`src/rtl/regfile_sb_if.sv`:
```
`default_nettype none
// ============================================================================
// Module      : regfile_sb_if
// Description : Decode/writeback bundle for the scoreboarded register file.
//               The master drives read addresses, reservations and writeback;
//               the slave (register file) returns operands, busy flags and
//               the busy count.
// Revision    : 1.0 - initial release
// ============================================================================
interface regfile_sb_if #(
   parameter int XLEN  = 32,
   parameter int NREGS = 32
);
   localparam int AW = $clog2(NREGS);

   logic [AW-1:0]   rd_addr1;
   logic [AW-1:0]   rd_addr2;
   logic [XLEN-1:0] rd_data1;
   logic [XLEN-1:0] rd_data2;
   logic            rd_busy1;
   logic            rd_busy2;
   logic            rsv_en;
   logic [AW-1:0]   rsv_addr;
   logic            wr_en;
   logic [AW-1:0]   wr_addr;
   logic [XLEN-1:0] wr_data;
   logic [AW:0]     busy_count;

   modport master (
      output rd_addr1, rd_addr2, rsv_en, rsv_addr, wr_en, wr_addr, wr_data,
      input  rd_data1, rd_data2, rd_busy1, rd_busy2, busy_count
   );

   modport slave (
      input  rd_addr1, rd_addr2, rsv_en, rsv_addr, wr_en, wr_addr, wr_data,
      output rd_data1, rd_data2, rd_busy1, rd_busy2, busy_count
   );
endinterface
`default_nettype wire

```
`src/rtl/regfile_sb.sv`:
```
`default_nettype none
// ============================================================================
// Module      : regfile_sb
// Description : Integer register file with per-register busy scoreboard and
//               optional same-cycle write-to-read forwarding. x0 is
//               hardwired to zero and can never be reserved.
// Revision    : 1.0 - initial release
// ============================================================================
module regfile_sb #(
   parameter int XLEN   = 32,
   parameter int NREGS  = 32,
   parameter int BYPASS = 1
) (
   input  logic         clk,
   input  logic         rst_n,
   regfile_sb_if.slave  bus
);
   localparam int AW = $clog2(NREGS);

   logic [XLEN-1:0]  regs_q [NREGS];
   logic [NREGS-1:0] busy_q;
   logic [NREGS-1:0] busy_d;
   logic [AW:0]      busy_count_q;
   logic [AW:0]      busy_count_d;
   logic             wr_hit;
   logic             rsv_hit;
   logic             cnt_inc;
   logic             cnt_dec;
   logic             fwd1;
   logic             fwd2;

   // Next busy set and busy count; a reservation wins over a same-address write.
   always_comb begin
      wr_hit  = bus.wr_en  && (bus.wr_addr  != '0);
      rsv_hit = bus.rsv_en && (bus.rsv_addr != '0);
      busy_d  = busy_q;
      if (wr_hit) begin
         busy_d[bus.wr_addr] = 1'b0;
      end
      if (rsv_hit) begin
         busy_d[bus.rsv_addr] = 1'b1;
      end
      // Only genuine 0->1 and 1->0 transitions move the count.
      cnt_inc = rsv_hit && !busy_q[bus.rsv_addr];
      cnt_dec = wr_hit && busy_q[bus.wr_addr]
                && !(rsv_hit && (bus.rsv_addr == bus.wr_addr));
      busy_count_d = busy_count_q;
      if (cnt_inc && !cnt_dec) begin
         busy_count_d = busy_count_q + {{AW{1'b0}}, 1'b1};
      end else if (cnt_dec && !cnt_inc) begin
         busy_count_d = busy_count_q - {{AW{1'b0}}, 1'b1};
      end
   end

   // Storage, busy flags and count; reset discards all data and reservations.
   always_ff @(posedge clk or negedge rst_n) begin
      if (!rst_n) begin
         for (int i = 0; i < NREGS; i++) begin
            regs_q[i] <= '0;
         end
         busy_q       <= '0;
         busy_count_q <= '0;
      end else begin
         if (wr_hit) begin
            regs_q[bus.wr_addr] <= bus.wr_data;
         end
         busy_q       <= busy_d;
         busy_count_q <= busy_count_d;
      end
   end

   generate
      if (BYPASS != 0) begin : g_bypass
         assign fwd1 = bus.wr_en && (bus.wr_addr == bus.rd_addr1);
         assign fwd2 = bus.wr_en && (bus.wr_addr == bus.rd_addr2);
      end else begin : g_no_bypass
         assign fwd1 = 1'b0;
         assign fwd2 = 1'b0;
      end
   endgenerate

   // Combinational read ports; x0 always reads zero and never busy.
   always_comb begin
      if (bus.rd_addr1 == '0) begin
         bus.rd_data1 = '0;
      end else if (fwd1) begin
         bus.rd_data1 = bus.wr_data;
      end else begin
         bus.rd_data1 = regs_q[bus.rd_addr1];
      end
      if (bus.rd_addr2 == '0) begin
         bus.rd_data2 = '0;
      end else if (fwd2) begin
         bus.rd_data2 = bus.wr_data;
      end else begin
         bus.rd_data2 = regs_q[bus.rd_addr2];
      end
      bus.rd_busy1   = busy_q[bus.rd_addr1] && !fwd1;
      bus.rd_busy2   = busy_q[bus.rd_addr2] && !fwd2;
      bus.busy_count = busy_count_q;
   end
endmodule
`default_nettype wire

```
`src/flat_wrapper.sv`:
```
// flat-port wrapper written by rule: the top's interface ports become plain ports
module regfile_sb_flat 
#(
   parameter int XLEN   = 32,
   parameter int NREGS  = 32,
   parameter int BYPASS = 1
)
  (clk, rst_n, bus_rd_addr1, bus_rd_addr2, bus_rsv_en, bus_rsv_addr, bus_wr_en, bus_wr_addr, bus_wr_data, bus_rd_data1, bus_rd_data2, bus_rd_busy1, bus_rd_busy2, bus_busy_count);
  regfile_sb_if #(.XLEN(XLEN), .NREGS(NREGS)) bus_i ();
  input  logic clk;
  input  logic rst_n;
  input wire logic [$bits(bus_i.rd_addr1)-1:0] bus_rd_addr1;
  input wire logic [$bits(bus_i.rd_addr2)-1:0] bus_rd_addr2;
  input wire logic [$bits(bus_i.rsv_en)-1:0] bus_rsv_en;
  input wire logic [$bits(bus_i.rsv_addr)-1:0] bus_rsv_addr;
  input wire logic [$bits(bus_i.wr_en)-1:0] bus_wr_en;
  input wire logic [$bits(bus_i.wr_addr)-1:0] bus_wr_addr;
  input wire logic [$bits(bus_i.wr_data)-1:0] bus_wr_data;
  output wire logic [$bits(bus_i.rd_data1)-1:0] bus_rd_data1;
  output wire logic [$bits(bus_i.rd_data2)-1:0] bus_rd_data2;
  output wire logic [$bits(bus_i.rd_busy1)-1:0] bus_rd_busy1;
  output wire logic [$bits(bus_i.rd_busy2)-1:0] bus_rd_busy2;
  output wire logic [$bits(bus_i.busy_count)-1:0] bus_busy_count;
  assign bus_i.rd_addr1 = bus_rd_addr1;
  assign bus_i.rd_addr2 = bus_rd_addr2;
  assign bus_i.rsv_en = bus_rsv_en;
  assign bus_i.rsv_addr = bus_rsv_addr;
  assign bus_i.wr_en = bus_wr_en;
  assign bus_i.wr_addr = bus_wr_addr;
  assign bus_i.wr_data = bus_wr_data;
  assign bus_rd_data1 = bus_i.rd_data1;
  assign bus_rd_data2 = bus_i.rd_data2;
  assign bus_rd_busy1 = bus_i.rd_busy1;
  assign bus_rd_busy2 = bus_i.rd_busy2;
  assign bus_busy_count = bus_i.busy_count;
  regfile_sb #(.XLEN(XLEN), .NREGS(NREGS), .BYPASS(BYPASS)) u_core (.clk(clk), .rst_n(rst_n), .bus(bus_i));
endmodule
```
`config.mk`:
```
export PLATFORM = sky130hd
export DESIGN_NAME = regfile_sb_flat
export DESIGN_NICKNAME = d
export VERILOG_FILES = /design/src/rtl/regfile_sb_if.sv /design/src/rtl/regfile_sb.sv /design/src/flat_wrapper.sv
export SDC_FILE = /design/constraint.sdc
export NUM_CORES = 2
export LEC_CHECK = 0
export CORE_ASPECT_RATIO = 0.5
export CORE_MARGIN = 8
export CORE_UTILIZATION = 63
export DETAILED_ROUTE_END_ITERATION = 8
export HOLD_SLACK_MARGIN = 0.03
export PLACE_DENSITY_LB_ADDON = 0.12
export SYNTH_ARGS = -nofsm -noshare
export SYNTH_HDL_FRONTEND = slang
export SYNTH_SLANG_ARGS = --single-unit
```
`constraint.sdc`:
```
create_clock -name clk -period 7.2 [get_ports clk]
set_clock_uncertainty 0.2 [all_clocks]
set_input_delay 1.44 -clock clk [delete_from_list [all_inputs] [get_ports clk]]
set_output_delay 1.44 -clock clk [all_outputs]
set_load 0.05 [all_outputs]
```
==> out/qor.yml <==
start_util: 0.6371
synth_area_per_cell_um2: 14.56
final_max_slew_viol_count: 0
power_density_nw_per_um2: 279.5
wl_met1_mm: 70.48
crit_required_ns: 5.56
syn_nets: 4033
grt_max_degree: 180
crit_type: "in -> out"
cts_buffers: 96
power_frac_comb: 0.237
switching_share: 0.2901
grt_pass1_vias: 39750
clock_power_share: 0.312
globalplace.congestion: 0.8754
yosysWarnings: 0
rsz0062_at_grt: "no"
final.min_clock_period_ns: 6.548
drtIter0Drc: 5126
synthDominantCellAreaShare: 0.4596
cts.sinks: 1062
async_flop_share: 1.000
die_y_um: 230.2
finalSetupViolations: 0
totalWireLength_mm: 181.2
power.net_switching_mw: 5.141
slew_headroom: 0.1484
routed_via_density: 7.574
cp.arrival_ns: 4.91
hp-class: "reg -> reg"
clkLatencyLatePin_ns: 0.71
post_synth_instance_area_um2: 57830
avgRoutedWirePerCell_um: 35.12
synthFlopType: "dfrtp_1"
ys_seq_elements: 1062
num_rows: 78
core_um2: 90760
clk_pin_slew_ns: 0.06
synthCells: 3971
hold_viol_final: 0
max_freq_mhz: 152.7
synth_area_leaders: "dfrtp_1 (46%), mux2_2 (19%), mux4_2 (18%), mux2i_1 (3.0%), clkbuf_1 (1.4%)"
critPathLaunchType: "primary input"
antenna_found_initial: 2
max_slew.worst_pin.slew_ns: 1.273
top_level_ports: 128
routed-via-count: 39080
synth.distinct_cells: 72
ys_seq_area_frac: 0.4596
drive_gt1_frac: 0.4789
synth_edf_count: 0
cts_resized: 0
io_buffers: 127
ys_top_cells_by_count: "dfrtp_1 (1062), mux2_2 (1001), mux4_2 (468), clkbuf_1 (223), mux2i_1 (175)"
intPower_mw: 12.58
final_core_util: 0.6984
vdd_ir_drop_max_v: 0.0002429
yosys.area.top_type: "dfrtp_1"
period_share: 0.9095
drv_cap: 0
postCtsHoldBufs: 0
dp_hpwl_mm: 107.4
dr_wl_met2_mm: 79.63
outcome: "completed"
crit_fanout: 16
cts_root_buffer: "clkbuf_16"
end_kind: "output pin"
cts_setup_buffers: 0
clk_path_buf_depth: 3
cts_htree_levels: 3
finalSetupTns_ns: 0
grt_pass1_wl_mm: 267.3
top_layer_used: "met4"
drc: 0
drtAntennaViolNets: 0
grt_usage: 0.3505
area_growth_pct: 9.613
cts_tree: "built"
synth.most_common_cell: "dfrtp_1"
die_area_um2: 102300
die_w_um: 444.5
grt_overflow: 0
p_leak_nw: 27.56
num-nets-final: 3949
p_seq_frac: 0.451
route.met3.wl_mm: 22.46
dr.pass1.iters: 8
[worst paths after layout]
kind / startpoint / to / slack [ns] / depth (start not counted)
max: bus_wr_addr[4] / bus_rd_data1[4] / 0.65 / 10
min: u_core.regs_q[1019] / u_core.regs_q[1019] / 0.19 / 0
max reg2reg: u_core.busy_q[2] / u_core.bus.busy_count[5] / 3.57 / 14
min reg2reg: u_core.regs_q[1019] / u_core.regs_q[1019] / 0.19 / 0
max in group asynchronous: rst_n / u_core.busy_q[0] / 4.49 / 2
min in group asynchronous: rst_n / u_core.regs_q[910] / 0.59 / 1
[per-stage QoR]
step | setup slack, ns | power, mW | area [µm²] | hold WS (ns) | cells
after floorplan | 1.636 | 10.90 | 57830 | 0.2413 | 3971
after global placement | 0.7692 | 11.98 | 60070 | 0.1768 | 4989
after detailed placement | 0.7641 | 12.19 | 60070 | 0.1860 | 4989
after CTS | 0.7481 | 17.68 | 63380 | 0.2009 | 5157
after global routing | 0.6400 | 18.35 | 63380 | 0.2095 | 5157
final | 0.6517 | 17.72 | 63390 | 0.1932 | 5159
[critical path, cell delays in order]
cell             delay [ns]
clkdlybuf4s50_1        0.70
xor2_1                 0.28
nor3_1                 0.25
and4_1                 0.51
nand2b_2               0.21
buf_4                  0.42
nor2_1                 0.10
a211oi_1               0.58
buf_4                  0.26
buf_12                 0.13
[placed cells by master, fill, tap and decap left out, types with 7 or more instances in the layout]
cell type        synthesis  layout
a31oi_1                  7       7
a221o_1                 12      12
a21o_1                   7       7
a21oi_1                 71      71
nand2_1                 62      42
nor3_1                  43      43
dfrtp_1               1062    1062
a211o_1                 48      48
nor3b_1                 11      11
nand2_2                  0      20
nand3_1                 13      13
bufinv_16                0      11
nor2_1                  45      28
buf_4                   14     162
o22ai_1                 41      41
nand4_1                  7       7
mux4_2                 468     468
clkinv_2                 0      11
a221oi_1                55      55
mux2_2                1001    1001
clkbuf_8                 0      21
inv_1                    9       9
clkbuf_1               223      17
nor2_4                   0      15
nand2b_1                12      11
a211oi_1                48      48
o21ai_0                 67      67
a22o_1                  16      16
xnor2_1                  8       8
mux2i_1                175     175
clkbuf_16                0     100
clkdlybuf4s50_1          0      54
a22oi_1                105     105
xor2_1                  12      12
nand3b_1                 7       7
nor2b_1                 31      27
buf_12                   2      47
[registers in the layout, indices dropped and copies added, names as in the netlist]
| name | flops |
|---|---|
| u_core.regs_q | 1024 |
| u_core.busy_q | 32 |
| u_core.bus.busy_count | 6 |
[per-layer routing]
layer / vias to the layer above / track usage
met5: - / 0
met4: 0 / 0.1522
met3: 496 / 0.1161
met2: 2545 / 0.5069
met1: 20760 / 0.4878
li1: 15280 / -
[cells by family after synthesis]
family / Yosys count / share of synthesized area
AO/OA/AOI/OAI: 506 / 0.06232
XOR/XNOR: 20 / 0.003029
adder cells (fa/ha/maj): 6 / 0.001428
buffers and inverters: 462 / 0.03966
flip-flops: 1062 / 0.4596
multiplexers: 1649 / 0.4098
AND/OR/NAND/NOR: 266 / 0.02423
[power by group through the flow]
stage | clock, mW | sequential (mW) | combinational (mW)
after floorplan | 0 | 7.80 | 3.09
final | 5.53 | 7.99 | 4.20
after global placement | 0 | 7.92 | 4.05
after global routing | 5.80 | 8.11 | 4.43
after CTS | 5.56 | 7.94 | 4.18
after detailed placement | 0 | 8.04 | 4.15
[cell type report]
cell class	instances	area [µm²]
multi-input cells	2447	29160
fillers	6132	27380
flip-flops and latches	1062	26580
clock buffers	138	2855
repair buffers	270	2789
well taps	1200	1501
clock inverters	30	459.2
inverters	10	37.54
diodes	2	5.005
Note: power is estimated with default switching activity, not from simulation.
